## src/rtl/ram_store_merge_if.sv

```systemverilog
// ============================================================================
// ram_store_merge_if : store-request bus and word-wide RAM port of ram_store_merge
// Rev 1.0
// ============================================================================
`default_nettype none

package ram_store_merge_pkg;
  typedef enum logic [1:0] {
    RAM_MASK_B = 2'b00,
    RAM_MASK_H = 2'b01,
    RAM_MASK_W = 2'b10
  } ram_mask_e;
endpackage

interface ram_store_merge_if;
  import ram_store_merge_pkg::*;

  logic        req_valid;
  logic        req_ready;
  logic [31:0] req_addr;
  logic [31:0] req_data;
  ram_mask_e   req_mask;
  logic        done;
  logic        err;
  logic [31:0] ram_addr;
  logic        ram_re;
  logic [31:0] ram_rdata;
  logic        ram_we;
  logic [31:0] ram_wdata;

  // master = requester plus RAM model; slave = the merge block
  modport master (
    output req_valid, req_addr, req_data, req_mask, ram_rdata,
    input  req_ready, done, err, ram_addr, ram_re, ram_we, ram_wdata
  );

  modport slave (
    input  req_valid, req_addr, req_data, req_mask, ram_rdata,
    output req_ready, done, err, ram_addr, ram_re, ram_we, ram_wdata
  );
endinterface

`default_nettype wire

```

## src/rtl/ram_store_merge.sv

```systemverilog
// ============================================================================
// ram_store_merge : byte/half stores by read-modify-write, word stores direct
// Rev 1.0
// ============================================================================
`default_nettype none

module ram_store_merge
  import ram_store_merge_pkg::*;
#(
  parameter int RD_LAT = 1
) (
  input  wire logic          clk,
  input  wire logic          rst_n,
  ram_store_merge_if.slave   bus
);

  localparam logic [2:0] IDLE  = 3'd0;
  localparam logic [2:0] READ  = 3'd1;
  localparam logic [2:0] WAIT  = 3'd2;
  localparam logic [2:0] WRITE = 3'd3;
  localparam logic [2:0] RESP  = 3'd4;

  localparam logic [1:0] C_LAT_M1 = 2'(RD_LAT - 1);

  logic [2:0]  state_q, state_d;
  logic [29:0] waddr_q, waddr_d;
  logic [1:0]  off_q,   off_d;
  logic        half_q,  half_d;
  logic [15:0] data_q,  data_d;
  logic [1:0]  cnt_q,   cnt_d;
  logic [31:0] wdata_q, wdata_d;
  logic [31:0] merged;

  always_comb begin
    state_d = state_q;
    waddr_d = waddr_q;
    off_d   = off_q;
    half_d  = half_q;
    data_d  = data_q;
    cnt_d   = cnt_q;
    wdata_d = wdata_q;

    // Only the addressed lane takes store data; the rest keeps the read word
    merged = bus.ram_rdata;
    if (half_q) begin
      merged[{off_q[1], 4'b0000} +: 16] = data_q;
    end else begin
      merged[{off_q, 3'b000} +: 8] = data_q[7:0];
    end

    case (state_q)
      IDLE: begin
        if (bus.req_valid) begin
          waddr_d = bus.req_addr[31:2];
          off_d   = bus.req_addr[1:0];
          data_d  = bus.req_data[15:0];
          half_d  = (bus.req_mask == RAM_MASK_H);
          case (bus.req_mask)
            RAM_MASK_B: state_d = READ;
            RAM_MASK_H: state_d = bus.req_addr[0] ? RESP : READ;
            default: begin
              if (bus.req_addr[1:0] != 2'b00) begin
                state_d = RESP;
              end else begin
                state_d = WRITE;
                wdata_d = bus.req_data;
              end
            end
          endcase
        end
      end
      READ: begin
        state_d = WAIT;
        cnt_d   = C_LAT_M1;
      end
      WAIT: begin
        if (cnt_q == 2'd0) begin
          wdata_d = merged;
          state_d = WRITE;
        end else begin
          cnt_d = cnt_q - 2'd1;
        end
      end
      WRITE:   state_d = IDLE;
      RESP:    state_d = IDLE;
      default: state_d = IDLE;
    endcase
  end

  always_ff @(posedge clk or negedge rst_n) begin
    if (!rst_n) begin
      state_q <= IDLE;
      waddr_q <= '0;
      off_q   <= '0;
      half_q  <= 1'b0;
      data_q  <= '0;
      cnt_q   <= '0;
      wdata_q <= '0;
    end else begin
      state_q <= state_d;
      waddr_q <= waddr_d;
      off_q   <= off_d;
      half_q  <= half_d;
      data_q  <= data_d;
      cnt_q   <= cnt_d;
      wdata_q <= wdata_d;
    end
  end

  // All outputs decode registered state, so req_* never reaches ram_* combinationally
  assign bus.req_ready = (state_q == IDLE);
  assign bus.ram_re    = (state_q == READ);
  assign bus.ram_we    = (state_q == WRITE);
  assign bus.done      = (state_q == WRITE) || (state_q == RESP);
  assign bus.err       = (state_q == RESP);
  assign bus.ram_addr  = {waddr_q, 2'b00};
  assign bus.ram_wdata = wdata_q;

endmodule

`default_nettype wire

```

## src/flat_wrapper.sv

```systemverilog
// flat-port wrapper written by rule: the top's interface ports become plain ports
module ram_store_merge_flat import ram_store_merge_pkg::*;
#(
  parameter int RD_LAT = 1
)
  (clk, rst_n, bus_req_valid, bus_req_addr, bus_req_data, bus_req_mask, bus_ram_rdata, bus_req_ready, bus_done, bus_err, bus_ram_addr, bus_ram_re, bus_ram_we, bus_ram_wdata);
  ram_store_merge_if bus_i ();
  input  wire logic clk;
  input  wire logic rst_n;
  input wire logic [$bits(bus_i.req_valid)-1:0] bus_req_valid;
  input wire logic [$bits(bus_i.req_addr)-1:0] bus_req_addr;
  input wire logic [$bits(bus_i.req_data)-1:0] bus_req_data;
  input wire logic [$bits(bus_i.req_mask)-1:0] bus_req_mask;
  input wire logic [$bits(bus_i.ram_rdata)-1:0] bus_ram_rdata;
  output wire logic [$bits(bus_i.req_ready)-1:0] bus_req_ready;
  output wire logic [$bits(bus_i.done)-1:0] bus_done;
  output wire logic [$bits(bus_i.err)-1:0] bus_err;
  output wire logic [$bits(bus_i.ram_addr)-1:0] bus_ram_addr;
  output wire logic [$bits(bus_i.ram_re)-1:0] bus_ram_re;
  output wire logic [$bits(bus_i.ram_we)-1:0] bus_ram_we;
  output wire logic [$bits(bus_i.ram_wdata)-1:0] bus_ram_wdata;
  assign bus_i.req_valid = bus_req_valid;
  assign bus_i.req_addr = bus_req_addr;
  assign bus_i.req_data = bus_req_data;
  assign bus_i.req_mask = bus_req_mask;
  assign bus_i.ram_rdata = bus_ram_rdata;
  assign bus_req_ready = bus_i.req_ready;
  assign bus_done = bus_i.done;
  assign bus_err = bus_i.err;
  assign bus_ram_addr = bus_i.ram_addr;
  assign bus_ram_re = bus_i.ram_re;
  assign bus_ram_we = bus_i.ram_we;
  assign bus_ram_wdata = bus_i.ram_wdata;
  ram_store_merge #(.RD_LAT(RD_LAT)) u_core (.clk(clk), .rst_n(rst_n), .bus(bus_i));
endmodule
```

## config.mk

```make
export PLATFORM = sky130hd
export DESIGN_NAME = ram_store_merge_flat
export DESIGN_NICKNAME = d
export VERILOG_FILES = /design/src/rtl/ram_store_merge_if.sv /design/src/rtl/ram_store_merge.sv /design/src/flat_wrapper.sv
export SDC_FILE = /design/constraint.sdc
export NUM_CORES = 1
export LEC_CHECK = 0
export ABC_AREA = 1
export CAP_MARGIN = 20
export CORE_AREA = 2 2 115 117
export CTS_CLUSTER_SIZE = 14
export DETAILED_ROUTE_END_ITERATION = 6
export DIE_AREA = 0 0 117 119
export PLACE_DENSITY = 0.76
export SYNTH_ARGS = -nofsm -noshare
export SYNTH_HDL_FRONTEND = slang
export SYNTH_SLANG_ARGS = --single-unit
export TNS_END_PERCENT = 20
```

## constraint.sdc

```tcl
create_clock -name clk -period 1.8 [get_ports clk]
set_input_delay 0.36 -clock clk [delete_from_list [all_inputs] [get_ports clk]]
set_output_delay 0.36 -clock clk [all_outputs]
set_load 0.02 [all_outputs]
```

==> impl_metrics.yaml <==
status:
  outcome: "completed"
detailed_routing:
  drtIter0Drc: 321
  vias: 5447
  first_pass_iters: 5
  avgViaCountPerCell: 4.648
  route.detailed.drc: 0
  finalWirelength_mm: 15.13
  routedWlPerCell_um: 12.91
  postRouteAntennaNets: 0
place:
  place_congestion: 0.9330
  dp_hpwl_mm: 11.11
  post-place-ws_ns: 0.02684
  io_buffer_count: 167
setup_path:
  path_depth: 4
  reg2regPathDepth: 11
  slowest_delay_ns: 0.39
  critPathMaxFanout: 7
  timing.rr.start: "u_core.off_q[1]"
  worstPathCellList: "inv_2 -> nand2_1 -> nor2_1 -> clkdlybuf4s15_2"
  worstSetupPathType: "reg2out"
  cp_top_family: "buffers and inverters"
  cp-endpoint: "bus_ram_we"
  timing.rr.end: "u_core.bus.ram_wdata[18]"
  cp_num_buf_inv: 2
  worstPathRequired_ns: 1.44
  start_kind: "flip-flop"
  end_kind: "output port"
  rrSetupSlack_ns: 0.13
  crit_arrival_ns: 1.40
  crit_path_top_delay_cell: "dfrtp_1"
  critPathLaunch: "u_core.state_q[2]"
global_route:
  grt.overflow.total: 0
  grt_pass1_wl_mm: 24.92
  grt_pass1_vias: 5250
  grt_max_degree: 46
  antenna_found_initial: 2
  track_usage: 0.2278
synth:
  synth_area_leaders: "dfrtp_1 41%, nand2_1 29%, inv_1 6.3%"
  mappedNetlistArea_mm2: 0.005218
  synth_edf_count: 0
  ys.flop_type: "dfrtp_1"
  yosys-top-cells-count: "408 x nand2_1, 88 x inv_1, 86 x dfrtp_1"
  syn_inst: 821
  async_flop_share: 1.000
  yosysMostFrequentCell: "nand2_1"
  synth_seq_area_share: 0.4125
  ys_ff_latch: 86
  syn_area_per_cell_um2: 6.355
  synth_top_area_cell: "dfrtp_1"
  yosys_warnings: 0
  synth_cell_types: 24
  synth_top_area_frac: 0.4125
clocking:
  cts_tree: "done"
  cts_setup_buffers: 0
  cts.clk_slew.worst_paths_ns: 0.06
  cts_buffers: 9
  cts_buffer_depth: 2
  cts_root_buf: "clkbuf_16"
  clkLatencyLatePin_ns: 0.35
  cts.htree.levels: 3
  clock-sinks: 86
die:
  fp.dieW_um: 117
  die_h_um: 119
  pin_count: 170
  core_mm2: 0.01287
  rows: 42
  dieArea_mm2: 0.01392
  start_util: 0.4052
timing:
  layout_min_cycle_time_ns: 1.759
  finalHoldViolCount: 0
  skew_ns: 0.01001
  setup_viol: 0
  rsz0062_at_grt: "yes"
  report.final.slew_viol_count: 0
  fmax_ghz: 0.5684
  period_share: 0.9774
  fin_ws_ns: 0.04076
pwr:
  p_leak_nw: 4.065
  irDropWorstVdd_uv: 915.2
  power_per_cell_area_mw_per_mm2: 1742
  finalPower_mw: 13.15
layout:
  diodes: 0
  fin_nets: 1098
  drive_above_1_share: 0.07329
  area_growth_pct: 44.68
flow_run:
  cap_violations: 0
worst_hold_path:
  hold_class: "reg2reg"
per-layer routing:
metal  GRT usage  vias up  routed length, um
met5           0        -                  0
met2      0.3605      211               6639
met3     0.08041       27               1583
li1            -     2828                  -
met4      0.1007        0                432
met1      0.2778     2381               6479
sequential cells by signal, summed over array words and instances (netlist names):
register              cells
u_core.waddr_q           30
u_core.state_q            3
u_core.half_q             1
u_core.bus.ram_wdata     32
u_core.data_q            16
u_core.off_q              2
u_core.cnt_q              2
cell type report:
class                   instances  area, um^2
well taps                     176       220.2
multi-input cells             601        2546
inverters                      95       360.3
repair buffers                198        1936
clock buffers                  12       256.5
clock inverters                 4       77.57
flip-flops and latches         86        2152
fillers                      1243        5326
cells by family (layout without fill, tap and decap cells):
family | Yosys count | count (layout) | synth area share
AOI/OAI and AO/OA | 89 | 89 | 0.08585
adders and majority gates | 6 | 6 | 0.01439
buffers and inverters | 135 | 309 | 0.1065
DFF | 86 | 86 | 0.4125
other | 1 | 2 | 0.0007187
and+or+nand+nor | 504 | 504 | 0.3801
worst register-to-register path, delay by kind of cell, from the launching register on:
kind	cells	cell delay, ns
buffers and inverters	3	0.47
and+or+nand+nor	7	0.40
DFF	1	0.39
adders and majority gates	1	0.32
metrics by stage:
stage | util | hold slack [ns] | instance area (um^2) | std cells | TNS, ns
2_1_floorplan | - | 0.06441 | 5234 | 822 | -0.3174
3_3_place_gp | 0.5600 | 0.3635 | 7209 | 1155 | 0
3_5_place_dp | 0.5600 | 0.3656 | 7209 | 1155 | 0
4_1_cts | 0.5867 | 0.4843 | 7553 | 1172 | 0
5_1_grt | 0.5863 | 0.4980 | 7548 | 1172 | -0.1063
6_report | 0.5863 | 0.4803 | 7548 | 1172 | 0
timing repair:
item                       4_1_cts  5_1_grt
hold endpoints to repair        33        0
gates resized for setup         10       10
gates cloned                     0        0
setup endpoints to repair        5       22
hold buffers                     1        0
power breakdown:
group	switching (mW)	internal, mW	leakage [nW]
registers	0.589	2.88	1.07
logic	4.51	3.07	2.83
clock network	0.810	1.30	0.163
placed cells by master (no fill, tap or decap), drive strengths merged:
cell type	netlist	final
a21oi	33	33
a31oi	1	1
buf	21	32
bufinv	0	2
clkbuf	19	15
clkdlybuf4s15	0	1
clkdlybuf4s50	0	161
clkinv	5	5
conb	1	2
dfrtp	86	86
dlygate4sd3	0	1
ha	6	6
inv	90	92
nand2	410	410
nand3	40	40
nand4	1	1
nor2	44	44
nor3	1	1
o21ai	54	54
o22ai	1	1
or2	8	8
worst min-delay path by stage:
stage,from,to,cells after the start,slack (ns)
floorplan,rst_n,u_core.bus.ram_wdata[0],0,0.06
global placement,rst_n,u_core.bus.ram_wdata[4],1,0.36
detailed placement,rst_n,u_core.bus.ram_wdata[4],1,0.37
CTS,u_core.bus.ram_wdata[4],u_core.bus.ram_wdata[4],2,0.48
global route,u_core.waddr_q[28],u_core.waddr_q[28],2,0.50
finish,u_core.bus.ram_wdata[4],u_core.bus.ram_wdata[4],2,0.48
(Power assumes the default switching activity.)
